<file path="src/rtl/alu_iter.sv">
`default_nettype none
// ----------------------------------------------------------------------------
// alu_iter - multi-cycle EX-stage ALU with internal {V,Z,N,C} flag register;
// define ALU_ITER_MUL_EN to add op 13 (iterative MUL).          Rev 1.0
// ----------------------------------------------------------------------------
module alu_iter #(
  parameter int WIDTH = 16,
  parameter int CNT_W = $clog2(WIDTH+1)
) (
  input  logic             clk,
  input  logic             rst,
  input  logic             in_valid,
  output logic             in_ready,
  input  logic [4:0]       op,
  input  logic [WIDTH-1:0] a,
  input  logic [WIDTH-1:0] b,
  output logic             out_valid,
  input  logic             out_ready,
  output logic [WIDTH-1:0] result,
  output logic             illegal,
  output logic [3:0]       flags,
  input  logic             flags_load,
  input  logic [3:0]       flags_in
);

  typedef enum logic [1:0] {S_IDLE = 2'd0, S_BUSY = 2'd1, S_DONE = 2'd2} state_t;

  localparam int MSB = WIDTH - 1;
  localparam logic [4:0] OP_NOP = 5'd0, OP_NOT = 5'd1, OP_INC = 5'd2, OP_DEC = 5'd3;
  localparam logic [4:0] OP_MOV = 5'd4, OP_ADD = 5'd5, OP_SUB = 5'd6, OP_AND = 5'd7;
  localparam logic [4:0] OP_OR = 5'd8, OP_SHL = 5'd9, OP_SHR = 5'd10;
  localparam logic [4:0] OP_SETC = 5'd11, OP_CLRC = 5'd12;
`ifdef ALU_ITER_MUL_EN
  localparam logic [4:0] OP_MUL = 5'd13;
`endif
  localparam logic [WIDTH-1:0] W_AS_DATA = WIDTH'(WIDTH);
  localparam logic [CNT_W-1:0] W_AS_CNT  = CNT_W'(WIDTH);

  state_t           state_q, state_d;
  logic [WIDTH-1:0] result_q, result_d;
  logic             illegal_q, illegal_d;
  logic             out_valid_q, out_valid_d;
  logic [3:0]       flags_q, flags_d;
  logic [WIDTH-1:0] acc_q, acc_d;
  logic [CNT_W-1:0] cnt_q, cnt_d;
  logic             shr_q, shr_d;
`ifdef ALU_ITER_MUL_EN
  logic               mul_q, mul_d;
  logic [2*WIDTH-1:0] mcand_q, mcand_d;
  logic [WIDTH-1:0]   mplier_q, mplier_d;
  logic [2*WIDTH-1:0] prod_q, prod_d;
  logic [2*WIDTH-1:0] prod_next;
  logic               prod_hi_nz;
`endif

  logic [WIDTH:0]   sum, diff, inc, dec;
  logic [WIDTH-1:0] dec_r;
  logic             dec_c, dec_v, dec_zn, dec_ill;
  logic [3:0]       dec_flags;
  logic [CNT_W-1:0] shift_n;
  logic [WIDTH-1:0] shifted;
  logic             shift_out;

  assign in_ready  = (state_q == S_IDLE) & ~flags_load;
  assign out_valid = out_valid_q;
  assign result    = result_q;
  assign illegal   = illegal_q;
  assign flags     = flags_q;

  // Single-cycle datapath, evaluated on the raw inputs at acceptance.
  always_comb begin
    sum     = {1'b0, a} + {1'b0, b};
    diff    = {1'b0, a} - {1'b0, b};
    inc     = {1'b0, a} + (WIDTH+1)'(1);
    dec     = {1'b0, a} - (WIDTH+1)'(1);
    dec_r   = '0;
    dec_c   = flags_q[0];
    dec_v   = flags_q[3];
    dec_zn  = 1'b0;
    dec_ill = 1'b0;
    case (op)
      OP_NOP:  ;
      OP_NOT:  begin dec_r = ~a; dec_zn = 1'b1; end
      OP_INC:  begin {dec_c, dec_r} = inc; dec_zn = 1'b1; end
      OP_DEC:  begin {dec_c, dec_r} = dec; dec_zn = 1'b1; end
      OP_MOV:  dec_r = b;
      OP_ADD:  begin
        {dec_c, dec_r} = sum;
        dec_v  = (a[MSB] == b[MSB]) & (sum[MSB] != a[MSB]);
        dec_zn = 1'b1;
      end
      OP_SUB:  begin
        {dec_c, dec_r} = diff;
        dec_v  = (a[MSB] != b[MSB]) & (diff[MSB] != a[MSB]);
        dec_zn = 1'b1;
      end
      OP_AND:  begin dec_r = a & b; dec_zn = 1'b1; end
      OP_OR:   begin dec_r = a | b; dec_zn = 1'b1; end
      OP_SHL, OP_SHR: ;
      OP_SETC: dec_c = 1'b1;
      OP_CLRC: dec_c = 1'b0;
`ifdef ALU_ITER_MUL_EN
      OP_MUL:  ;
`endif
      default: dec_ill = 1'b1;
    endcase
    dec_flags = {dec_v, dec_zn ? (dec_r == '0) : flags_q[2],
                 dec_zn ? dec_r[MSB] : flags_q[1], dec_c};
    shift_n   = (b >= W_AS_DATA) ? W_AS_CNT : b[CNT_W-1:0];
    shifted   = shr_q ? {1'b0, acc_q[MSB:1]} : {acc_q[MSB-1:0], 1'b0};
    shift_out = shr_q ? acc_q[0] : acc_q[MSB];
  end

  always_comb begin
    state_d     = state_q;
    result_d    = result_q;
    illegal_d   = illegal_q;
    out_valid_d = out_valid_q;
    flags_d     = flags_q;
    acc_d       = acc_q;
    cnt_d       = cnt_q;
    shr_d       = shr_q;
`ifdef ALU_ITER_MUL_EN
    mul_d      = mul_q;
    mcand_d    = mcand_q;
    mplier_d   = mplier_q;
    prod_d     = prod_q;
    prod_next  = prod_q + (mplier_q[0] ? mcand_q : '0);
    prod_hi_nz = |prod_next[2*WIDTH-1:WIDTH];
`endif
    case (state_q)
      S_IDLE: begin
        if (flags_load) begin
          flags_d = flags_in;
        end else if (in_valid) begin
          if (op == OP_SHL || op == OP_SHR) begin
            shr_d = (op == OP_SHR);
            acc_d = a;
            cnt_d = shift_n;
`ifdef ALU_ITER_MUL_EN
            mul_d = 1'b0;
`endif
            if (shift_n == '0) begin
              result_d    = a;
              illegal_d   = 1'b0;
              flags_d     = {flags_q[3], a == '0, a[MSB], 1'b0};
              out_valid_d = 1'b1;
              state_d     = S_DONE;
            end else begin
              state_d = S_BUSY;
            end
          end
`ifdef ALU_ITER_MUL_EN
          else if (op == OP_MUL) begin
            mul_d    = 1'b1;
            mcand_d  = {{WIDTH{1'b0}}, a};
            mplier_d = b;
            prod_d   = '0;
            cnt_d    = W_AS_CNT;
            state_d  = S_BUSY;
          end
`endif
          else begin
            result_d    = dec_r;
            illegal_d   = dec_ill;
            flags_d     = dec_ill ? flags_q : dec_flags;
            out_valid_d = 1'b1;
            state_d     = S_DONE;
          end
        end
      end
      S_BUSY: begin
        cnt_d = cnt_q - CNT_W'(1);
`ifdef ALU_ITER_MUL_EN
        if (mul_q) begin
          prod_d   = prod_next;
          mcand_d  = mcand_q << 1;
          mplier_d = mplier_q >> 1;
          if (cnt_q == CNT_W'(1)) begin
            result_d    = prod_next[WIDTH-1:0];
            illegal_d   = 1'b0;
            flags_d     = {prod_hi_nz, prod_next[WIDTH-1:0] == '0, prod_next[MSB], prod_hi_nz};
            out_valid_d = 1'b1;
            state_d     = S_DONE;
          end
        end else
`endif
        begin
          acc_d = shifted;
          // The flag C reflects only the bit shifted out on the final step.
          if (cnt_q == CNT_W'(1)) begin
            result_d    = shifted;
            illegal_d   = 1'b0;
            flags_d     = {flags_q[3], shifted == '0, shifted[MSB], shift_out};
            out_valid_d = 1'b1;
            state_d     = S_DONE;
          end
        end
      end
      S_DONE: begin
        if (out_ready) begin
          out_valid_d = 1'b0;
          state_d     = S_IDLE;
        end
      end
      default: state_d = S_IDLE;
    endcase
  end

  always_ff @(posedge clk) begin
    if (rst) begin
      state_q     <= S_IDLE;
      result_q    <= '0;
      illegal_q   <= 1'b0;
      out_valid_q <= 1'b0;
      flags_q     <= 4'b0000;
      acc_q       <= '0;
      cnt_q       <= '0;
      shr_q       <= 1'b0;
`ifdef ALU_ITER_MUL_EN
      mul_q       <= 1'b0;
      mcand_q     <= '0;
      mplier_q    <= '0;
      prod_q      <= '0;
`endif
    end else begin
      state_q     <= state_d;
      result_q    <= result_d;
      illegal_q   <= illegal_d;
      out_valid_q <= out_valid_d;
      flags_q     <= flags_d;
      acc_q       <= acc_d;
      cnt_q       <= cnt_d;
      shr_q       <= shr_d;
`ifdef ALU_ITER_MUL_EN
      mul_q       <= mul_d;
      mcand_q     <= mcand_d;
      mplier_q    <= mplier_d;
      prod_q      <= prod_d;
`endif
    end
  end

endmodule
`default_nettype wire

</file>
<file path="config.mk">
export PLATFORM = sky130hd
export DESIGN_NAME = alu_iter
export DESIGN_NICKNAME = d
export VERILOG_FILES = /design/src/rtl/alu_iter.sv
export SDC_FILE = /design/constraint.sdc
export NUM_CORES = 1
export LEC_CHECK = 0
export BUFFER_PORTS_ARGS = -buffer_cell sky130_fd_sc_hd__buf_4
export CORE_MARGIN = 3
export CORE_UTILIZATION = 40
export CTS_CLUSTER_SIZE = 30
export DETAILED_ROUTE_END_ITERATION = 16
export PLACE_DENSITY_LB_ADDON = 0.05
export SYNTH_ARGS = -nofsm -noshare
export SYNTH_HDL_FRONTEND = slang
export SYNTH_SLANG_ARGS = --single-unit
export TNS_END_PERCENT = 10
</file>
<file path="constraint.sdc">
create_clock -name clk -period 3.8 [get_ports clk]
set_input_delay 0.76 -clock clk [delete_from_list [all_inputs] [get_ports clk]]
set_output_delay 0.76 -clock clk [all_outputs]
set_load 0.02 [all_outputs]
</file>
# Yosys cells after proc, flatten, opt, wreduce, memory -nomap -nowiden
# Cells that the tools add are included.
dict set report totals {
  reg_bits 46
  out_inout_bits 23
  wordCells 128
  inputBits 46
}
dict set report classes {
  magnitude_cmp 1
  mux 51
  n_reduce_logical 22
  eq_ne 31
  n_bitwise 8
  n_addsub 5
}
# op count
set op_table {}
lappend op_table {{$mux 16} 9}
lappend op_table {{$pmux 16 s8} 1}
lappend op_table {{$pmux 16 s2} 2}
lappend op_table {{$logic_not 16->1} 3}
lappend op_table {{$eq 5x4->1 const B} 5}
lappend op_table {{$reduce_and 6->1} 4}
lappend op_table {{$eq 5x3->1 const B} 4}
lappend op_table {{$mux 5} 4}
lappend op_table {{$add 16x1->17 const B} 1}
lappend op_table {{$add 16x16->17} 1}
lappend op_table {{$sub 16x1->17 const B} 1}
lappend op_table {{$sub 16x16->17} 1}
lappend op_table {{$and 16x16->16} 1}
lappend op_table {{$ge 16x5->1 const B} 1}
lappend op_table {{$mux 1} 16}
lappend op_table {{$mux 4} 4}
lappend op_table {{$not 16->16} 1}
lappend op_table {{$or 16x16->16} 1}
lappend op_table {{$reduce_or 13->1} 1}
lappend op_table {{$mux 2} 6}
lappend op_table {{$ne 4x3->1 const B} 3}
lappend op_table {{$reduce_and 4->1} 3}
lappend op_table {{$eq 5x1->1 const B} 2}
lappend op_table {{$eq 5x2->1 const B} 2}
lappend op_table {{26 further kinds} 41}

# Longest topological paths before layout
# Gate-level depths: netlist (run 1).
dict set report depth {
  ltp_word 9
  ltp_mapped 13
  depth_no_buf 13
}

# Least setup slack after synthesis (run 1)
# Ideal clock, no wire load.
dict set report synth_path {
  path_type {in2reg}
  from {input a[9]}
  to {register flags_q[2], in the netlist flags[2]}
  setup_time_ns 0.116
  setup_slack_ns 0.422
  required_time_ns 3.684
  path_buffers 2
  arrival_time_ns 3.262
  stages 13
  cell_sequence {clkbuf_1 inv_1 ha_1 buf_2 nand3_1 a211oi_2 a21oi_1 o31ai_2 a31o_2 or4b_1 nand3_1 inv_1 a31o_1}
}
dict set report synth_between {
  elab_chain_cells 9
  word_cells_on_any_way 17
  classes_between {add/sub (4); mux (8); bitwise (3); reduce/logical (2)}
}
# item line
set synth_rtl {}
lappend synth_rtl {{start: declaration} 15} ;# input logic [WIDTH-1:0] a,
lappend synth_rtl {{$sub 16x16->17, or another cell as far along} 73} ;# diff = {1'b0, a} - {1'b0, b};
lappend synth_rtl {{$pmux 16 s8} 81} ;# case (op)
lappend synth_rtl {{$logic_not 16->1} 107} ;# dec_flags = {dec_v, dec_zn ? (dec_r == '0) : flags_q[2],
lappend synth_rtl {{$mux 1} 107}
lappend synth_rtl {{$mux 4} 166} ;# flags_d = dec_ill ? flags_q : dec_flags;
lappend synth_rtl {{$mux 4 (*)} 136} ;# if (op == OP_SHL || op == OP_SHR) begin
lappend synth_rtl {{$mux 4 (*)} 135} ;# end else if (in_valid) begin
lappend synth_rtl {{$mux 4 (*)} 133} ;# if (flags_load) begin
lappend synth_rtl {{$pmux 4 s2 (*)} 131} ;# case (state_q)
lappend synth_rtl {{end signal: assignment} 231} ;# flags_q <= flags_d;
lappend synth_rtl {{end: declaration} 43} ;# logic [3:0] flags_q, flags_d;
# Mark *: on every way between the ends. The rest lies on a longest branch, timed or not. The select of a mux whose other input is x is not followed.
# A chain may end at the register's enable or synchronous reset.

# Worst setup path in the final report (run 1)
dict set report layout_path {
  from {input a[1]}
  to {register flags_q[2], in the netlist flags[2]}
}
# The elaborated chain is that of the path after synthesis.

==> results by group, run 1 <==
Run status
  • Status: completed

CTS
  • Htree depth: 2
  • Root Driver: clkbuf_16
  • CTS buffer count: 5
  • CTS tree: done
  • Clock buffer depth: 2
  • # hold bufs at CTS: 0
  • CTS resizes: 0
  • Sink Count: 46
  • Post-CTS setup buffer count: 0
  • Clock transition at path regs: roughly 0.060 ns
  • Clk_lat worst skew: about 0.30 ns

Detailed routing
  • Drt initial violations: between 600 and 700
  • Vias: just over 7000
  • Drt wl/cell: between 20 and 25 µm
  • Detailed Route WL: roughly 25000 µm
  • Vias per cell: around 6.4
  • Antenna-violating nets left: 0
  • DRT Pass-1 Iters: 5
  • DRC Markers: 0

Setup path
  • R2r worst-path depth: 6
  • Critical path peak fanout: 10
  • Max incr delay on CP: roughly 0.53 ns
  • Critical path capture point type: register
  • Worst path required time: 4.04 ns
  • Crit path max-delay cell type: o311ai_0
  • Flop2flop setup slack: 1.33 ns
  • CP arrival: ~3.8 ns
  • Worst setup startpoint: a[1]
  • Crit start category: input port
  • Crit path cell chain: buf_4 -> inv_1 -> ha_1 -> nor2_1 -> o311ai_0 -> a21oi_1 -> a221oi_1 -> buf_4 -> o211ai_1 -> a221oi_1 -> nand3b_1 -> nor4_1 -> a31o_1
  • Worst Setup EP: flags[2]$_SDFFE_PP0P_
  • Setup CP Type: in2reg
  • R2R Path Start: shr_q$_SDFFE_PP0P_
  • R2R Path End: flags[2]$_SDFFE_PP0P_

Placement
  • Gpl congestion: around 1.0
  • DP Area: between 6000 and 7000 µm²
  • PortBufs: between 60 and 70
  • Post-DP HPWL: 19600 µm

Yosys
  • EDFF count, synth: 0
  • Main synth FF type: dfxtp_1
  • Post-synth ARST share: 0
  • Yosys reg bits: 46
  • Mapped Cells: 870
  • Cell area after synthesis: ~6100 µm²
  • Cell variety after synth: between 70 and 80
  • Syn nets: 974
  • Avg Inst Size Synth: around 7.0 µm²
  • Synth warn: 0
  • Seq/Total Area, Yosys: 0.152

Die
  • Initial Utilization: 0.413
  • I/O pins: between 60 and 70
  • Die Wd: roughly 130 µm
  • Row count: between 40 and 50
  • Die Ht: between 100 and 150 µm
  • Core area: between 10000 and 15000 µm²
  • DIE AREA: between 15000 and 20000 µm²

Finish
  • ANT cells: 0
  • Layout Area Growth over Synthesis: 16.9%
  • Cell area after layout: just over 7000 µm²
  • Commonest non-fill, non-tap cell in the layout: buf_4
  • Most frequent cells in the layout: 120 x buf_4, 87 x nor2_1, 82 x a21oi_1, 73 x nand2_1, 63 x inv_1
  • Nets: 1042
  • Layout cells sized above 1: 0.165

Run
  • Max Cap Viol: 0

GRT
  • First-pass GRT wire length: ~39000 µm
  • Largest net degree at the start of global routing: between 40 and 50
  • GRT Total Usage: 0.295
  • Initial antenna violation count: 0
  • GRT Residual Overflow: 0
  • Vias in the first global route: 6753

Min path
  • Min-delay worst type: reg2reg

STA
  • RSZ-0062 raised after global routing: false
  • Fin Setup TNS: 0 ns
  • Final Cycle Share: 0.943
  • Fin crit period: between 3 and 4 ns
  • Hold Fails Final Rpt: 0
  • Clock Skews: around 0.0047 ns
  • Slew HR: 0.355
  • Final setup viols: 0
  • Max Freq: about 280 MHz
  • Max-slew violations: 0
  • Slew @ Worst Pin: about 0.97 ns

Power
  • Peak supply drop: between 0.15 and 0.2 mV
  • Power Density: between 200 and 250 nW/µm²
  • Lkg Pwr: 0.00281 µW
-- cells in the mapped netlist, types with 9 or more instances --
cell,number,share of area
o22ai_1,12,0.012
inv_1,63,0.039
dfxtp_1,46,0.15
o211ai_1,27,0.033
buf_2,21,0.017
nand2_1,73,0.045
clkbuf_1,34,0.021
mux2i_1,17,0.028
nand2b_1,11,0.011
nand4_1,11,0.011
a211oi_1,24,0.030
xnor2_1,15,0.022
a221oi_1,18,0.026
o21ai_0,57,0.047
nor3_1,30,0.025
nor2_1,89,0.055
a31oi_1,9,0.0093
a21oi_1,82,0.068
ha_1,56,0.12
nand3_1,19,0.016
nor4_1,10,0.010
-- where the power goes --
group | switching, µW | internal [µW]
registers | 18.1 | 507
clock network | 194 | 238
logic | 446 | 282
-- cell type report --
| cell class | instances | area, µm² |
|---|---|---|
| tap | 184 | 230 |
| timing repair buffer | 121 | 921 |
| clock inverter | 2 | 10.0 |
| clock buffer | 5 | 125 |
| sequential | 46 | 921 |
| inverter | 64 | 240 |
| fill | 1526 | 7600 |
| multi-input combinational | 700 | 4660 |
-- critical path: cells and delay by family --
family / cells / cell delay [ns]
buffers and inverters: 3 / 0.45
and+or+nand+nor: 3 / 0.40
adders and majority gates: 1 / 0.33
AOI/OAI and AO/OA: 6 / 1.87
-- logic make-up after synthesis --
logic type	share of synthesized area
buffers and inverters	0.0830
AOI/OAI and AO/OA	0.351
and+or+nand+nor	0.237
muxes	0.0317
DFF	0.152
xor gates and xnor gates	0.0231
adders and majority gates	0.122
-- per-stage QoR --
step / worst slack [ns] / total power (µW) / instances / utilization / hold WS [ns]
after floorplan: 0.422 / 964 / 870 / - / 0.444
after global placement: 0.126 / 1250 / 1115 / 0.474 / 0.451
after detailed placement: 0.0186 / 1250 / 1115 / 0.474 / 0.459
after CTS: 0.298 / 1680 / 1122 / 0.483 / 0.470
after global routing: 0.0506 / 1770 / 1122 / 0.483 / 0.493
final: 0.216 / 1690 / 1122 / 0.483 / 0.466
-- worst min path at each step --
stage                     cells after the start               startpoint  slack [ns]                       to
after floorplan                               2   acc_q[11]$_SDFFE_PP0P_        0.44   acc_q[11]$_SDFFE_PP0P_
after global placement                        2  result[13]$_SDFFE_PP0P_        0.45  result[13]$_SDFFE_PP0P_
after detailed placement                      2  result[13]$_SDFFE_PP0P_        0.46  result[13]$_SDFFE_PP0P_
after CTS                                     2  result[14]$_SDFFE_PP0P_        0.47  result[14]$_SDFFE_PP0P_
after global routing                          2  result[13]$_SDFFE_PP0P_        0.49  result[13]$_SDFFE_PP0P_
final                                         2  result[13]$_SDFFE_PP0P_        0.47  result[13]$_SDFFE_PP0P_
-- per-layer routing --
metal | share of wire | vias up | GRT usage
li1 | - | 3355 | -
met1 | 0.46 | 3470 | 0.422
met2 | 0.45 | 317 | 0.463
met3 | 0.068 | 53 | 0.0379
met4 | 0.029 | 0 | 0.0908
met5 | 0 | - | 0
-- flip-flops by register name, indices dropped and copies added, names as in the netlist --
name and flops:
flags 4, result 16, illegal 1, cnt_q 5
out_valid 1, state_q 2, acc_q 16, shr_q 1
No activity file was read; power rests on OpenSTA's default activity.
==> inputs of run 2 (changes only) <==
--- a/config.mk
+++ b/config.mk
@@ -7,7 +7,7 @@
 export LEC_CHECK = 0
 export BUFFER_PORTS_ARGS = -buffer_cell sky130_fd_sc_hd__buf_4
 export CORE_MARGIN = 3
-export CORE_UTILIZATION = 40
+export CORE_UTILIZATION = 35
 export CTS_CLUSTER_SIZE = 30
 export DETAILED_ROUTE_END_ITERATION = 16
 export PLACE_DENSITY_LB_ADDON = 0.05
==> run 2 against run 1 <==
Non-clock buffer count increased by 5. Die area increased by 14%. Global-route usage decreased by 3.5 points. Sequential power about the same. Sequential cell count unchanged. First-iteration DRC count increased by 22%. Routed wire length decreased by 0.42%. Critical path depth increased by 1. Register-to-register slack improved by 0.06 ns. Largest cell class unchanged. Highest routed layer unchanged.
==> results by group, run 2 (same netlist as run 1, synthesis figures left out) <==
Run status
  • Status: completed (unchanged)

CTS
  • Post-CTS setup buffer count: 0 (unchanged)
  • Htree depth: 2 (unchanged)
  • CTS buffer count: 5 (unchanged)
  • CTS tree: done (unchanged)
  • CTS resizes: 0 (unchanged)
  • Root Driver: clkbuf_16 (unchanged)
  • # hold bufs at CTS: 0 (unchanged)
  • Clock buffer depth: 2 (unchanged)
  • Clock transition at path regs: 0.07 ns (was 0.06 ns)
  • Sink Count: 46 (unchanged)
  • Clk_lat worst skew: 0.29 ns (was 0.30 ns)

STA
  • Fin Setup TNS: 0 ns (unchanged)
  • Slew HR: 0.325 (was 0.355)
  • Slew @ Worst Pin: 1.01 ns (was 0.966 ns)
  • Max Freq: 285 MHz (was 279 MHz)
  • Final Cycle Share: 0.924 (was 0.943)
  • Clock Skews: 0.00387 ns (was 0.00471 ns)
  • RSZ-0062 raised after global routing: false (unchanged)
  • Fin crit period: 3.51 ns (was 3.58 ns)
  • Max-slew violations: 0 (unchanged)
  • Hold Fails Final Rpt: 0 (unchanged)
  • Final setup viols: 0 (unchanged)

Die
  • Row count: 47 (was 44)
  • Core area: 16800 µm² (was 14700 µm²)
  • Die Wd: 138 µm (was 129 µm)
  • DIE AREA: 19000 µm² (was 16700 µm²)
  • Die Ht: 138 µm (was 129 µm)
  • I/O pins: 69 (unchanged)
  • Initial Utilization: 0.363 (was 0.413)

Finish
  • Layout Area Growth over Synthesis: 18.6% (was 16.9%)
  • Cell area after layout: 7210 µm² (was 7100 µm²)
  • ANT cells: 0 (unchanged)
  • Layout cells sized above 1: 0.170 (was 0.165)
  • Nets: 1047 (was 1042)
  • Commonest non-fill, non-tap cell in the layout: buf_4 (unchanged)
  • # fillers: 1803 (was 1526)
  • Most frequent cells in the layout: 126 x buf_4, 87 x nor2_1, 82 x a21oi_1, 73 x nand2_1, 63 x inv_1 (was 120 x buf_4, 87 x nor2_1, 82 x a21oi_1, 73 x nand2_1, 63 x inv_1)

Detailed routing
  • Detailed Route WL: 25000 µm (was 25100 µm)
  • Drt wl/cell: 21.5 µm (was 22.4 µm)
  • Vias per cell: 6.14 (was 6.41)
  • DRC Markers: 0 (unchanged)
  • Antenna-violating nets left: 0 (unchanged)
  • Drt initial violations: 772 (was 633)
  • Vias: 7136 (was 7195)
  • DRT Pass-1 Iters: 5 (unchanged)

Power
  • Power Density: 246 nW/µm² (was 237 nW/µm²)
  • Peak supply drop: 0.169 mV (was 0.177 mV)
  • Lkg Pwr: 0.00284 µW (was 0.00281 µW)

GRT
  • Vias in the first global route: 6772 (was 6753)
  • Grt met2 use: 0.412 (was 0.463)
  • Global Route met1 Usage: 0.371 (was 0.422)
  • Largest net degree at the start of global routing: 44 (unchanged)
  • First-pass GRT wire length: 38500 µm (was 38700 µm)
  • GRT Residual Overflow: 0 (unchanged)
  • GRT Total Usage: 0.260 (was 0.295)
  • GR Util met3: 0.0416 (was 0.0379)
  • GR peak layer: met2 (unchanged)
  • Initial antenna violation count: 0 (unchanged)

Setup path
  • Critical path capture point type: register (unchanged)
  • Worst Setup EP: flags[2]$_SDFFE_PP0P_ (unchanged)
  • Worst setup startpoint: a[0] (was a[1])
  • Flop2flop setup slack: 1.39 ns (was 1.33 ns)
  • Crit path max-delay cell type: a2111oi_1 (was o311ai_0)
  • R2r worst-path depth: 6 (unchanged)
  • Crit path cell chain: buf_4 -> inv_1 -> ha_1 -> inv_1 -> fa_1 -> nand2_1 -> o21ai_0 -> o211ai_1 -> o211ai_1 -> a2111oi_1 -> and4b_1 -> nand4b_1 -> nor4_1 -> a31o_1 (was buf_4 -> inv_1 -> ha_1 -> nor2_1 -> o311ai_0 -> a21oi_1 -> a221oi_1 -> buf_4 -> o211ai_1 -> a221oi_1 -> nand3b_1 -> nor4_1 -> a31o_1)
  • Setup CP Type: in2reg (unchanged)
  • Worst path required time: 4.04 ns (about the same)
  • CP arrival: 3.75 ns (was 3.82 ns)
  • Critical path peak fanout: 9 (was 10)
  • R2R Path Start: shr_q$_SDFFE_PP0P_ (unchanged)
  • Max incr delay on CP: 0.60 ns (was 0.53 ns)
  • Crit start category: input port (unchanged)
  • R2R Path End: flags[2]$_SDFFE_PP0P_ (unchanged)

Run
  • Max Cap Viol: 0 (unchanged)

Placement
  • Gpl congestion: 0.923 (was 1.03)
  • DP Area: 7040 µm² (was 6970 µm²)
  • Post-DP HPWL: 19800 µm (was 19600 µm)
  • PortBufs: 68 (unchanged)

Min path
  • Min-delay worst type: reg2reg (unchanged)
-- run 2: cell types whose count changed in the layout (fill, tap and decap cells not counted), sizes merged --
cell,previous run,this run
bufinv,0,1
clkinv,2,0
buf,121,126
clkbuf,5,6
-- run 2: power by group --
group | internal, µW | switching, µW
Sequential | 507 | 17.9
Combinational | 289 | 441
Clock | 325 | 192
Total | 1120 | 651
-- run 2: cell type report --
type,count,area [µm²],area share
multi-input combinational,700,4660,0.646
timing repair buffer,126,946,0.131
sequential,46,921,0.128
tap,220,275,0.0382
inverter,64,240,0.0333
clock buffer,6,139,0.0193
clock inverter,1,30.0,0.00417
-- run 2: stage by stage --
step	hold WS (ns)	power, µW	util	worst slack [ns]	std cells
global route	0.495	1870	0.430	0.0832	1163
floorplan	0.444	964	-	0.422	870
finish	0.478	1770	0.430	0.289	1163
CTS	0.478	1770	0.430	0.334	1163
detailed placement	0.468	1260	0.420	0.0611	1156
global placement	0.458	1250	0.420	0.112	1156
-- run 2: metal layers --
layer,vias to the layer above,share of wire
li1,3374,-
met1,3397,0.45
met2,328,0.45
met3,37,0.072
met4,0,0.022
met5,-,0
-- run 2: worst min-delay path by stage --
stage / from / end / slack (ns) / cells past startpoint
4_1_cts: acc_q[14]$_SDFFE_PP0P_ / acc_q[14]$_SDFFE_PP0P_ / 0.48 / 2
3_3_place_gp: acc_q[4]$_SDFFE_PP0P_ / acc_q[4]$_SDFFE_PP0P_ / 0.46 / 2
5_1_grt: result[13]$_SDFFE_PP0P_ / result[13]$_SDFFE_PP0P_ / 0.50 / 2
6_report: acc_q[2]$_SDFFE_PP0P_ / acc_q[2]$_SDFFE_PP0P_ / 0.48 / 2
2_1_floorplan: acc_q[11]$_SDFFE_PP0P_ / acc_q[11]$_SDFFE_PP0P_ / 0.44 / 2
3_5_place_dp: acc_q[4]$_SDFFE_PP0P_ / acc_q[4]$_SDFFE_PP0P_ / 0.47 / 2
-- run 2: critical path, delay by kind of cell --
kind	cells	cell delay (ns)
AO/OA/AOI/OAI	5	1.15
AND/OR/NAND/NOR	4	0.90
adder cells (fa/ha/maj)	2	0.64
buffers and inverters	3	0.29
